`src/rtl/input_debounce_pkg.sv`:
```
// rtl/input_debounce_pkg.sv - shared FSM state encoding and idle level for the switch debouncer
package input_debounce_pkg;

    typedef enum logic [1:0] {
        S_HIGH     = 2'd0,
        S_FALL_CHK = 2'd1,
        S_LOW      = 2'd2,
        S_RISE_CHK = 2'd3
    } state_t;

    // Released switch reads high; also the reset value of every level-holding flop.
    localparam logic SW_IDLE = 1'b1;

endpackage

```
`src/rtl/input_debounce_if.sv`:
```
// rtl/input_debounce_if.sv - switch input / PC-side outputs bundle for the debouncer
interface input_debounce_if;
    logic sw_raw;
    logic wait_req;
    logic flag;
    logic advance;
    logic busy;

    modport master (
        output sw_raw,
        output wait_req,
        input  flag,
        input  advance,
        input  busy
    );

    modport slave (
        input  sw_raw,
        input  wait_req,
        output flag,
        output advance,
        output busy
    );
endinterface

```
`src/rtl/input_debounce_sync2.sv`:
```
// rtl/input_debounce_sync2.sv - two-flop synchroniser with synchronous reset to RESET_VAL
module sync2 #(
    parameter logic RESET_VAL = 1'b0
) (
    input  logic clk,
    input  logic reset,
    input  logic i_d,
    output logic o_q
);
    logic r_s1;
    logic r_s2;

    always_ff @(posedge clk) begin
        if (reset) begin
            r_s1 <= RESET_VAL;
            r_s2 <= RESET_VAL;
        end else begin
            r_s1 <= i_d;
            r_s2 <= r_s1;
        end
    end

    assign o_q = r_s2;
endmodule

```
`src/rtl/input_debounce.sv`:
```
// rtl/input_debounce.sv - switch debouncer feeding picoMIPS PC flag/advance; INPUT_STICKY_EN holds advance until wait_req drops
module input_debounce
    import input_debounce_pkg::*;
#(
    parameter int DEBOUNCE_CYCLES = 4
) (
    input  logic             clk,
    input  logic             reset,
    input_debounce_if.slave  bus
);
    localparam int CNT_W = $clog2(DEBOUNCE_CYCLES + 1);
    localparam logic [CNT_W-1:0] CNT_LAST = CNT_W'(DEBOUNCE_CYCLES - 1);
    localparam logic [CNT_W-1:0] CNT_ONE  = CNT_W'(1);

    logic             w_s;
    state_t           r_state;
    logic [CNT_W-1:0] r_cnt;
    logic             r_flag;
    logic             r_advance;
    logic             r_busy;

    sync2 #(
        .RESET_VAL (SW_IDLE)
    ) u_sync (
        .clk   (clk),
        .reset (reset),
        .i_d   (bus.sw_raw),
        .o_q   (w_s)
    );

    always_ff @(posedge clk) begin
        if (reset) begin
            r_state   <= S_HIGH;
            r_cnt     <= '0;
            r_flag    <= SW_IDLE;
            r_advance <= 1'b0;
            r_busy    <= 1'b0;
        end else begin
`ifdef INPUT_STICKY_EN
            if (!bus.wait_req)
                r_advance <= 1'b0;
`else
            r_advance <= 1'b0;
`endif
            case (r_state)
                S_HIGH: begin
                    if (!w_s) begin
                        r_state <= S_FALL_CHK;
                        r_cnt   <= CNT_ONE;
                        r_busy  <= 1'b1;
                    end else begin
                        r_cnt   <= '0;
                        r_busy  <= 1'b0;
                    end
                end
                S_FALL_CHK: begin
                    if (w_s) begin
                        r_state <= S_HIGH;
                        r_cnt   <= '0;
                        r_busy  <= 1'b0;
                    end else if (r_cnt == CNT_LAST) begin
                        r_state <= S_LOW;
                        r_cnt   <= '0;
                        r_flag  <= 1'b0;
                        r_busy  <= 1'b0;
                        // Only a press seen while the PC is stalled counts as an advance.
                        if (bus.wait_req)
                            r_advance <= 1'b1;
                    end else begin
                        r_cnt   <= r_cnt + CNT_ONE;
                    end
                end
                S_LOW: begin
                    if (w_s) begin
                        r_state <= S_RISE_CHK;
                        r_cnt   <= CNT_ONE;
                        r_busy  <= 1'b1;
                    end else begin
                        r_cnt   <= '0;
                        r_busy  <= 1'b0;
                    end
                end
                S_RISE_CHK: begin
                    if (!w_s) begin
                        r_state <= S_LOW;
                        r_cnt   <= '0;
                        r_busy  <= 1'b0;
                    end else if (r_cnt == CNT_LAST) begin
                        r_state <= S_HIGH;
                        r_cnt   <= '0;
                        r_flag  <= 1'b1;
                        r_busy  <= 1'b0;
                    end else begin
                        r_cnt   <= r_cnt + CNT_ONE;
                    end
                end
                default: begin
                    r_state <= S_HIGH;
                    r_cnt   <= '0;
                    r_flag  <= SW_IDLE;
                    r_busy  <= 1'b0;
                end
            endcase
        end
    end

    assign bus.flag    = r_flag;
    assign bus.advance = r_advance;
    assign bus.busy    = r_busy;
endmodule
```
`src/flat_wrapper.sv`:
```
// flat-port wrapper written by rule: the top's interface ports become plain ports
module input_debounce_flat import input_debounce_pkg::*;
#(
    parameter int DEBOUNCE_CYCLES = 4
)
  (clk, reset, bus_sw_raw, bus_wait_req, bus_flag, bus_advance, bus_busy);
  input_debounce_if bus_i ();
  input  logic clk;
  input  logic reset;
  input wire logic [$bits(bus_i.sw_raw)-1:0] bus_sw_raw;
  input wire logic [$bits(bus_i.wait_req)-1:0] bus_wait_req;
  output wire logic [$bits(bus_i.flag)-1:0] bus_flag;
  output wire logic [$bits(bus_i.advance)-1:0] bus_advance;
  output wire logic [$bits(bus_i.busy)-1:0] bus_busy;
  assign bus_i.sw_raw = bus_sw_raw;
  assign bus_i.wait_req = bus_wait_req;
  assign bus_flag = bus_i.flag;
  assign bus_advance = bus_i.advance;
  assign bus_busy = bus_i.busy;
  input_debounce #(.DEBOUNCE_CYCLES(DEBOUNCE_CYCLES)) u_core (.clk(clk), .reset(reset), .bus(bus_i));
endmodule
```
`config.mk`:
```
export PLATFORM = sky130hd
export DESIGN_NAME = input_debounce_flat
export DESIGN_NICKNAME = d
export VERILOG_FILES = /design/src/rtl/input_debounce_pkg.sv /design/src/rtl/input_debounce_if.sv /design/src/rtl/input_debounce_sync2.sv /design/src/rtl/input_debounce.sv /design/src/flat_wrapper.sv
export SDC_FILE = /design/constraint.sdc
export NUM_CORES = 1
export LEC_CHECK = 0
export ABC_AREA = 1
export CORE_AREA = 4 4 41 43
export CTS_BUF_LIST = sky130_fd_sc_hd__clkbuf_4
export DETAILED_ROUTE_END_ITERATION = 8
export DIE_AREA = 0 0 45 47
export PLACE_DENSITY_LB_ADDON = 0.12
export SLEW_MARGIN = 20
export SYNTH_ARGS = -nofsm -noshare
export SYNTH_HDL_FRONTEND = slang
export SYNTH_SLANG_ARGS = --single-unit
```
`constraint.sdc`:
```
create_clock -name clk -period 1.1 [get_ports clk]
set_input_delay 0.33 -clock clk [delete_from_list [all_inputs] [get_ports clk]]
set_output_delay 0.33 -clock clk [all_outputs]
set_load 0.05 [all_outputs]
```
# Word level (Yosys, flattened, before mapping)
# Index checks and enable logic that the tools add are counted.
[totals] word_cells=52 regBits=10 output_inout_bits=3 in_bits=4
[op_classes] muxes=25 reduce_logical=5 n_bitwise=2 add_sub_neg=1 n_eq_ne=12
[ops] operator="1-bit two-way mux" n=12
[ops] operator="2-bit two-way mux" n=6
[ops] operator="3-bit case mux with 4 select lines" n=1
[ops] operator="3-bit two-way mux" n=3
[ops] operator="2-bit != test (second input constant)" n=4
[ops] operator="2-bit case mux with 4 select lines" n=1
[ops] operator="3-bit by 2-bit != test with 1-bit output (second input constant)" n=2
[ops] operator="5-bit AND reduction" n=1
[ops] operator="2-bit equality test (second input constant)" n=2
[ops] operator="2-bit by 1-bit != test with 1-bit output (second input constant)" n=2
[ops] operator="1-bit case mux with 4 select lines" n=1
[ops] operator="4-bit AND reduction" n=1
[ops] operator="4-bit OR reduction" n=1
[ops] operator="3-bit by 1-bit adder with 3-bit output (second input constant)" n=1
[ops] operator="3-bit by 2-bit equality test with 1-bit output (second input constant)" n=1
[ops] operator="2-bit by 1-bit equality test with 1-bit output (second input constant)" n=1
[ops] operator="2-bit zero test" n=1
[ops] operator="1-bit NOT" n=2
[ops] operator="1-bit case mux with 2 select lines" n=1
[ops] operator="2-bit nonzero test" n=1

# Depth between registers and ports, before layout
# Gate-level depths: netlist (run 1).
[depth] word_depth=4 depth_mapped=6 mapped_depth_nobuf=6

# Hierarchy
# From an unflattened synthesis (run 1), not the netlist that was laid out.
[hier_totals] cells_unflattened=48 hier_area_um2=394.1
[by_module_without_submodules] mod="input_debounce" cells_per_inst=41 instances=1 seq_area_each_um2=160.2 area_per_inst_um2=335.3
[by_module_without_submodules] mod="sync2" cells_per_inst=7 instances=1 seq_area_each_um2=40.0 area_per_inst_um2=58.8

# Worst setup path before layout (run 1)
# Ideal clock, no wire load.
[synth_timing] path_kind="reg-to-reg" startpoint="register u_core.bus.flag (netlist name)" endpoint="register u_core.r_flag, in the netlist u_core.bus.flag" setup_time_ps=112 required_ps=988 period_less_slack_ps=1009 arrival_ps=897 setup_slack_ps=91 path_stages_with_launch=4 n_path_buf=0 path_cell_list="dfxtp_1 > or2_2 > nand2_1 > nand2_1"
[synth_rtl] element="end signal, assigned" line="input_debounce.sv:35" source="r_flag <= SW_IDLE;"
[synth_rtl] element="end signal, assigned" line="input_debounce.sv:64" source="r_flag <= 1'b0;"
[synth_rtl] element="end signal, assigned" line="input_debounce.sv:91" source="r_flag <= 1'b1;"
[synth_rtl] element="end, declared" line="input_debounce.sv:18" source="logic r_flag;"

# Worst setup path in the final report (run 1)
[layout_timing] startpoint="register u_core.r_flag, in the netlist u_core.bus.flag" endpoint="output bus_flag"
[layout_rtl] element="end, declared" line="flat_wrapper.sv:12" source="output wire logic [$bits(bus_i.flag)-1:0] bus_flag;"
# No word-level cell between the ends.

==> results of run 1 <==
[registers in the layout (all words and copies together), names as in the netlist, named ones only]
register and flops:
u_core.bus.advance 1, u_core.u_sync.r_s1 1, u_core.r_cnt 3, u_core.r_state 1, u_core.bus.busy 1, u_core.u_sync.o_q 1, u_core.bus.flag 1
[per-layer routing]
layer	vias to the layer above	share of wire [%]	global-route usage [%]
met3	2	6.7	2.682
met2	6	47	9.040
met4	0	0.35	8.772
met5	-	0	0
li1	146	-	-
met1	119	46	7.356
[synth_stat cells, drive strengths merged]
master  count
or2         4
nor3b       1
ha          1
nand3       3
a21oi       2
nand2       9
inv         8
dfxtp      10
nor2        5
[kinds of logic after synthesis]
| family | share of synthesized area, % |
|---|---|
| AO/OA/AOI/OAI | 2.778 |
| adder cells (fa/ha/maj) | 3.472 |
| AND/OR/NAND/NOR | 29.86 |
| buffers and inverters | 8.334 |
| flip-flops | 55.56 |
[stage by stage]
step           instance area (um^2)  util (%)  setup slack, ns
2_1_floorplan                 360.3         -          0.09091
6_report                      500.5     38.46          0.02522
4_1_cts                       495.5     38.08          0.01005
5_1_grt                       500.5     38.46        -0.001042
3_5_place_dp                  469.2     36.06          -0.2535
3_3_place_gp                  469.2     36.06          -0.2232
[final timing paths]
check                          start            endpoint  slack (ns)  depth (start not counted)
setup / recovery     u_core.bus.flag            bus_flag        0.03                          1
hold / removal                 reset  u_core.u_sync.r_s1        0.39                          2
setup reg to reg     u_core.r_cnt[0]     u_core.bus.flag        0.09                          6
hold reg to reg   u_core.u_sync.r_s1   u_core.u_sync.o_q        0.41                          1
[layout make-up]
class                   instances  area (um^2)
clock buffers                   3        22.52
repair buffers                  6        92.59
multi-input cells              25        132.6
flip-flops and latches         10        203.9
fillers                       149        800.8
inverters                       8        30.03
well taps                      15        18.77
[power groups by stage]
| stage | logic (uW) | registers, uW | clock network, uW |
|---|---|---|---|
| 2_1_floorplan | 9.83 | 383 | 0 |
| 3_3_place_gp | 29.7 | 381 | 0 |
| 3_5_place_dp | 30.2 | 381 | 0 |
| 4_1_cts | 30.4 | 373 | 251 |
| 5_1_grt | 32.9 | 374 | 261 |
| 6_report | 30.2 | 373 | 235 |
==> run metrics, run 1 <==
crit-path leading delay family flip-flops; CP arrival about 0.74 ns; Post-route DRC 0; Die Y approximately 47 um; Core ar. roughly 1300 um^2; clock group share of total power 36.8%; RSZ-0062 raised after global routing yes; crit end category primary output; placed cell count 64; number of antenna violations at the first check in global routing 0; run status completed; area leader, netlist dfxtp_1; Design Power 638.3 uW; Clock Path Buffers 2; Post-CTS Setup Bufs 0; CTS Hold Bufs 0; largest cells by area after synthesis dfxtp_1 56%, inv_1 8.3%, nand2_1 8.3%; Cells after Synth 43; Routed wire per std cell 8.627 um; post_cts resized 3; Comb pwr share 4.7%; die width around 45 um; CTS clk-pin slew, worst paths 0.06 ns; first-pass GRT wire length ~950 um; fin crit share a little over nine tenths; Critical Setup Path Class register to primary output; crit path max fanout 2; final setup fails 0; post-route ant nets 0; sequential fraction of the synthesis area 55.56%; Hold WS 0.3889 ns; Max VDD drop 617.7 uV; Post-Syn Area 360.3 um^2; sw power 126.4 uW; final wirelength 578 um; number of CTS-inserted buffers 3; Syn Area/Cell 8.380 um^2; leakage 0.0002329 uW; Sw Ratio 19.81%; slowest CP cell dfxtp_2; number of synthesized register bits 10; YS warnings 0; Port Buffer Count 6; fin crit period 1.075 ns; initial drt markers 1; Hold Path Class primary input to register; PwrDens 1275 nW/um^2; die area 2115 um^2; RePlAce Congestion 0.6298; Layout Cells excl Fill 67; layout net count 59; syn nets 48; most frequent cells in the layout 7 x inv_1, 7 x nand2_1, 7 x dfxtp_1; Starting Density 27.69%; global route overflow 0; Antenna diodes 0; worst-margin pin slew 0.1682 ns; max-slew violation count 0; post-detail-place hpwl 456.5 um; Internal Power 511.9 uW; first-pass detailed-route iteration total 2; Root Buffer clkbuf_4; CTS tree yes; CP startpoint kind register; synth unique cells 11; Vias/cell 4.075; crit path cell chain buf_12; clock skew slightly above 0.008 ns; final setup TNS 0 ns; f_max a little over 900 MHz; htree depth 1; sequential power share 58.5%; FP Rows 13; Top Ports 7; share of the synthesized area in the top cell type between 50% and 60%; worst skew pair latency between 0.2 and 0.3 ns; pin count of the biggest net entering global routing 6; number of global-route vias before repair 253; area grow syn2layout 38.89%; Relative slew margins 88.77%; CP bufs+invs 1; vias after detailed routing around 270; Total GRT Usage under 10%; # Max-Cap Violations 0; required time of the critical path 0.77 ns; fraction of layout cells with a size suffix above 1 32.69%; # clock sinks 10; largest stage delay on the critical path 0.35 ns; Final Hold Viols 0
Note: power is estimated with default switching activity, not from simulation.
==> run 2, diff against run 1 <==
- MAX_ROUTING_LAYER: unset -> met4
- REMOVE_ABC_BUFFERS: unset -> 1
==> run metrics, run 2 (same netlist as run 1, synthesis figures left out) <==
Total GRT Usage 7.043% (+0.22 points); area grow syn2layout 38.89% (unchanged); htree depth 1 (unchanged); Largest Register u_core.r_cnt; PwrDens 1275 nW/um^2 (about the same); FF/Latch Area 203.9 um^2 (unchanged); crit path cell chain buf_12; post-detail-place hpwl 456.5 um (unchanged); vias after detailed routing 271 (-0.73%); Internal Power 511.9 uW (about the same); run status completed; initial drt markers 1 (unchanged); Root Buffer clkbuf_4; RePlAce Congestion 0.6348 (+0.79%); largest stage delay on the critical path 0.35 ns (about the same); Vias/cell 4.045 (-0.73%); hold path depth 2 (unchanged); Hold Path Class primary input to register; Relative slew margins 88.82% (about the same); die width 45 um (unchanged); R2R Setup Slk 0.09 ns (about the same); number of global-route vias before repair 253 (unchanged); worst-margin pin slew 0.1674 ns (-0.0007699 ns); first-pass GRT wire length 952 um (unchanged); f_max 930.7 MHz (about the same); Post-route DRC 0 (unchanged); Hold Crit Start reset; crit path max fanout 2 (unchanged); number of fill cells 149 (unchanged); CTS Hold Bufs 0 (unchanged); Layout Cells excl Fill 67 (unchanged); Hold WS 0.3882 ns (-0.0006620 ns); die area 2115 um^2 (unchanged); final wirelength 577 um (-0.17%); RSZ-0062 raised after global routing yes; layout net count 59 (unchanged); Critical Setup Path Class register to primary output; CTS tree yes; crit end category primary output; Comb pwr share 4.7% (about the same); Port Buffer Count 6 (unchanged); Sw Ratio 19.79% (about the same); final setup fails 0 (unchanged); pin count of the biggest net entering global routing 6 (unchanged); Reg-to-Reg Start u_core.r_cnt[0]; CP bufs+invs 1 (unchanged); placed cell count 64 (unchanged); max reg flops 3 (unchanged); Post-CTS Setup Bufs 0 (unchanged); number of CTS-inserted buffers 3 (unchanged); required time of the critical path 0.77 ns (about the same); Starting Density 27.69% (unchanged); CP startpoint kind register; post_cts resized 3 (unchanged); # clock sinks 10 (unchanged); Routed wire per std cell 8.612 um (-0.17%); worst skew pair latency 0.26 ns (about the same); Die Y 47 um (unchanged); most frequent cells in the layout 7 x inv_1, 7 x nand2_1, 7 x dfxtp_1; Top Ports 7 (unchanged); first-pass detailed-route iteration total 2 (unchanged); Antenna diodes 0 (unchanged); hold path endpoint u_core.u_sync.r_s1; R2R depth 6 (unchanged); CTS clk-pin slew, worst paths 0.06 ns (about the same); FP Rows 13 (unchanged); clock group share of total power 36.8% (about the same); Clock Path Buffers 2 (unchanged); clock skew 0.008272 ns (-0.00004355 ns); global route overflow 0 (unchanged); FF-to-FF End u_core.bus.flag; post-route ant nets 0 (unchanged); slowest CP cell dfxtp_2; Max VDD drop 617.7 uV (about the same); crit-path leading delay family flip-flops; fraction of layout cells with a size suffix above 1 32.69% (unchanged); Final Hold Viols 0 (unchanged); fin crit period 1.074 ns (-0.0003342 ns); number of antenna violations at the first check in global routing 0 (unchanged); sw power 126.3 uW (about the same); fin crit share 97.68% (about the same); Core ar. 1301 um^2 (unchanged); area of the multi-input gates 132.6 um^2 (unchanged); leakage 0.0002329 uW (unchanged); max-slew violation count 0 (unchanged); CP arrival 0.74 ns (about the same); # Max-Cap Violations 0 (unchanged); sequential power share 58.5% (about the same)
[run 2: cell counts in the layout (fill, tap and decap cells not counted)]
No cell type changed its count.
[run 2: metrics by stage]
stage | setup WS [ns] | total power (uW) | cell area, um^2 | setup TNS, ns | utilization (%)
5_1_grt | -0.0009411 | 667.7 | 500.5 | -0.001219 | 38.46
3_3_place_gp | -0.2232 | 410.4 | 469.2 | -1.546 | 36.06
4_1_cts | 0.01005 | 654.2 | 495.5 | 0 | 38.08
2_1_floorplan | 0.09091 | 392.9 | 360.3 | 0 | -
3_5_place_dp | -0.2535 | 411.2 | 469.2 | -1.824 | 36.06
6_report | 0.02555 | 638.2 | 500.5 | 0 | 38.46
[run 2: worst max path at each step]
stage / slack, ns / cells past startpoint / to / from
4_1_cts: 0.01 / 1 / bus_flag / u_core.bus.flag
5_1_grt: -0.0009 / 1 / bus_flag / u_core.bus.flag
3_3_place_gp: -0.22 / 7 / u_core.bus.flag / reset
2_1_floorplan: 0.09 / 3 / u_core.bus.flag / u_core.bus.flag
6_report: 0.03 / 1 / bus_flag / u_core.bus.flag
3_5_place_dp: -0.25 / 7 / u_core.bus.flag / reset
[run 2: layout make-up]
| cell class | count | area share, % |
|---|---|---|
| flip-flops and latches | 10 | 40.75 |
| multi-input cells | 25 | 26.50 |
| repair buffers | 6 | 18.50 |
| inverters | 8 | 6.000 |
| clock buffers | 3 | 4.500 |
| well taps | 15 | 3.750 |
[run 2: per-layer routing]
layer	global-route usage (%)	wire [um]	vias to the layer above
li1	-	-	146
met1	7.586	272	119
met2	9.040	269	6
met3	2.299	35	0
met4	8.772	0	0
met5	-	0	-
[run 2: power by group through the flow]
stage	Sequential, uW	Clock, uW	Combinational [uW]
final	373	235	30.1
after global routing	374	261	32.9
after CTS	373	251	30.4
after detailed placement	381	0	30.2
after global placement	381	0	29.7
after floorplan	383	0	9.83
==> run 3, diff against run 2 <==
- PLACE_DENSITY_LB_ADDON: 0.12 -> unset
- SYNTH_HIERARCHICAL: unset -> 1
==> run metrics, run 3 <==
commonest non-fill, non-tap cell in the layout inv_1; CTS clk-pin slew, worst paths 0.06 ns (about the same); Hold Path Class register to register; number of synthesized register bits 10 (unchanged); clock group share of total power 36.5% (-0.3 points); crit path cell chain buf_12; crit path max fanout 2 (unchanged); number of CTS-inserted buffers 3 (unchanged); count leader, synth dfxtp_1; Die Y 47 um (unchanged); die area 2115 um^2 (unchanged); worst-margin pin slew 0.2428 ns (+0.07542 ns); first-pass GRT wire length 1352 um (+42%); CP startpoint kind register; number of antenna violations at the first check in global routing 0 (unchanged); CP bufs+invs 1 (unchanged); max-slew violation count 0 (unchanged); pre-CTS setup slack -0.2482 ns (+0.005343 ns); initial drt markers 3 (+2); share of the synthesized area in the top cell type 50.79% (-4.8 points); gr busiest metal met2; Final Hold Viols 0 (unchanged); RSZ-0062 raised after global routing yes; GR Layer Usage met2 13.56% (+4.5 points); global route overflow 0 (unchanged); area leader, netlist dfxtp_1; met1 Use GR 10.83% (+3.2 points); Syn Area/Cell 8.211 um^2 (-2.0%); final setup fails 0 (unchanged); crit-path leading delay family flip-flops; required time of the critical path 0.77 ns (about the same); sequential fraction of the synthesis area 50.79% (-4.8 points); vias after detailed routing 341 (+26%); htree depth 1 (unchanged); most frequent cells in the layout 9 x inv_1, 8 x nand2_1, 6 x dfxtp_1; FP Rows 13 (unchanged); max reg flops 3 (unchanged); Primary FF master, synth dfxtp_1; # clock sinks 10 (unchanged); Post-CTS Setup Bufs 0 (unchanged); CTS tree yes; Root Buffer clkbuf_4; synth unique cells 13 (+2); post-route ant nets 0 (unchanged); pin count of the biggest net entering global routing 7 (+1); clock skew 0.003917 ns (-0.004354 ns); Cells after Synth 48 (+12%); Core ar. 1301 um^2 (unchanged); f_max 929.8 MHz (about the same); Top Ports 7 (unchanged); final core utilization 42.79% (+4.3 points); Max VDD drop 538.1 uV (-13%); final setup TNS 0 ns (unchanged); Antenna diodes 0 (unchanged); slowest CP cell dfxtp_2; post-detail-place hpwl 540.4 um (+18%); fin crit share 97.77% (about the same); Hold WS 0.4105 ns (+0.02228 ns); Critical Setup Path Class register to primary output; Async S/R FF share, synth 0% (unchanged); fin crit period 1.076 ns (+0.001067 ns); Hold Crit Start u_core/u_sync/r_s1; largest stage delay on the critical path 0.35 ns (about the same); first-pass detailed-route iteration total 4 (+2); final worst slack 0.02448 ns (-0.001067 ns); Commonest cells post-synth 10 x dfxtp_1, 9 x inv_1, 8 x nand2_1, 5 x nand3_1, 4 x o21ai_0; sequential power share 56.5% (-2.0 points); Largest Register u_core/r_cnt; area grow syn2layout 41.27%; die width 45 um (unchanged); Reg-to-Reg Start u_core/r_cnt[0]; Comb pwr share 7.0% (+2.3 points); Post-synth EDFFs 0 (unchanged); Post-Syn Area 394.1 um^2 (+9.4%); Sw Ratio 21.48% (+1.7 points); R2R Setup Slk 0.08 ns (about the same); Layout Cells excl Fill 74 (+10%); worst skew pair latency 0.26 ns (about the same); number of global-route vias before repair 336 (+33%); crit end category primary output; layout net count 66 (+12%); number of fill cells 149 (unchanged); run status completed; Post-route DRC 0 (unchanged); sw power 142.7 uW (+13%); Relative slew margins 83.64% (-5.2 points); fraction of layout cells with a size suffix above 1 32.20% (-0.49 points); Vias/cell 4.608 (+14%); Starting Density 30.29% (+2.6 points); CP arrival 0.75 ns (about the same); Internal Power 521.7 uW (+1.9%); RePlAce Congestion 0.8015 (+26%); Critical Path Source u_core/bus.busy; met3 global-route usage 3.448% (+1.1 points); YS warnings 6 (+6); Clock Path Buffers 2 (unchanged); final wirelength 715 um (+24%); Routed wire per std cell 9.662 um (+12%); Port Buffer Count 6 (unchanged); # Max-Cap Violations 0 (unchanged); largest cells by area after synthesis dfxtp_1 51%, inv_1 8.6%, nand2_1 7.6%; leakage 0.0002348 uW (+0.81%); placed cell count 71 (+11%); PwrDens 1193 nW/um^2 (-6.4%); Total GRT Usage 9.754% (+2.7 points)
run 3: cell count changes after synthesis:
| cell | before | now |
|---|---|---|
| and2_2 | 0 | 1 |
| o211ai_1 | 0 | 1 |
| nor2_1 | 5 | 0 |
| o21ai_0 | 0 | 4 |
| inv_1 | 8 | 9 |
| or2_2 | 4 | 0 |
| a21oi_1 | 2 | 3 |
| nand3_2 | 1 | 0 |
| nor3b_2 | 0 | 1 |
| nand3_1 | 2 | 5 |
| nor3_1 | 0 | 2 |
| nand2_2 | 1 | 2 |
run 3: final cells by class:
type	instances	area, um^2	area share [%]
Clock buffer	3	22.52	4.045
Multi-Input combinational cell	29	171.4	30.79
Inverter	9	33.78	6.067
Tap cell	15	18.77	3.371
Sequential cell	10	205.2	36.85
Timing Repair Buffer	8	105.1	18.88
run 3: final timing paths:
path | to | depth (start not counted)
setup / recovery | bus_busy | 1
hold / removal | u_core/u_sync/o_q | 2
setup reg to reg | u_core/bus.flag | 4
hold reg to reg | u_core/u_sync/o_q | 2
run 3: kinds of logic after synthesis:
group / count (synthesis) / share of synthesized area, %
simple gates: 20 / 26.67
compound gates: 8 / 10.79
fa+ha+maj: 1 / 3.174
buf+inv: 9 / 8.571
flops: 10 / 50.79
run 3: power groups by stage:
stage                     clock (uW)  sequential [uW]  combinational (uW)
after detailed placement           0              383                45.5
after global placement             0              383                45.1
after floorplan                    0              386                14.9
after CTS                        257              375                45.6
after global routing             276              376                51.2
final                            243              375                46.3
run 3: repair_timing:
action / in CTS / in global routing
hold buffers: 0 / 0
resized for setup: 3 / 6
endpoints found under the hold margin: 0 / 0
setup endpoints to repair: 3 / 8
run 3: per-stage QoR:
stage / cell area [um^2] / total power, uW
finish: 556.8 / 664.4
global route: 556.8 / 702.9
CTS: 548.0 / 677.0
detailed placement: 518.0 / 428.2
global placement: 518.0 / 427.7
floorplan: 394.1 / 401.1
run 3: layer usage:
metal,wire [um],vias to the layer above
met5,0,-
met4,27,0
met3,34,4
met2,334,8
met1,318,151
li1,-,178
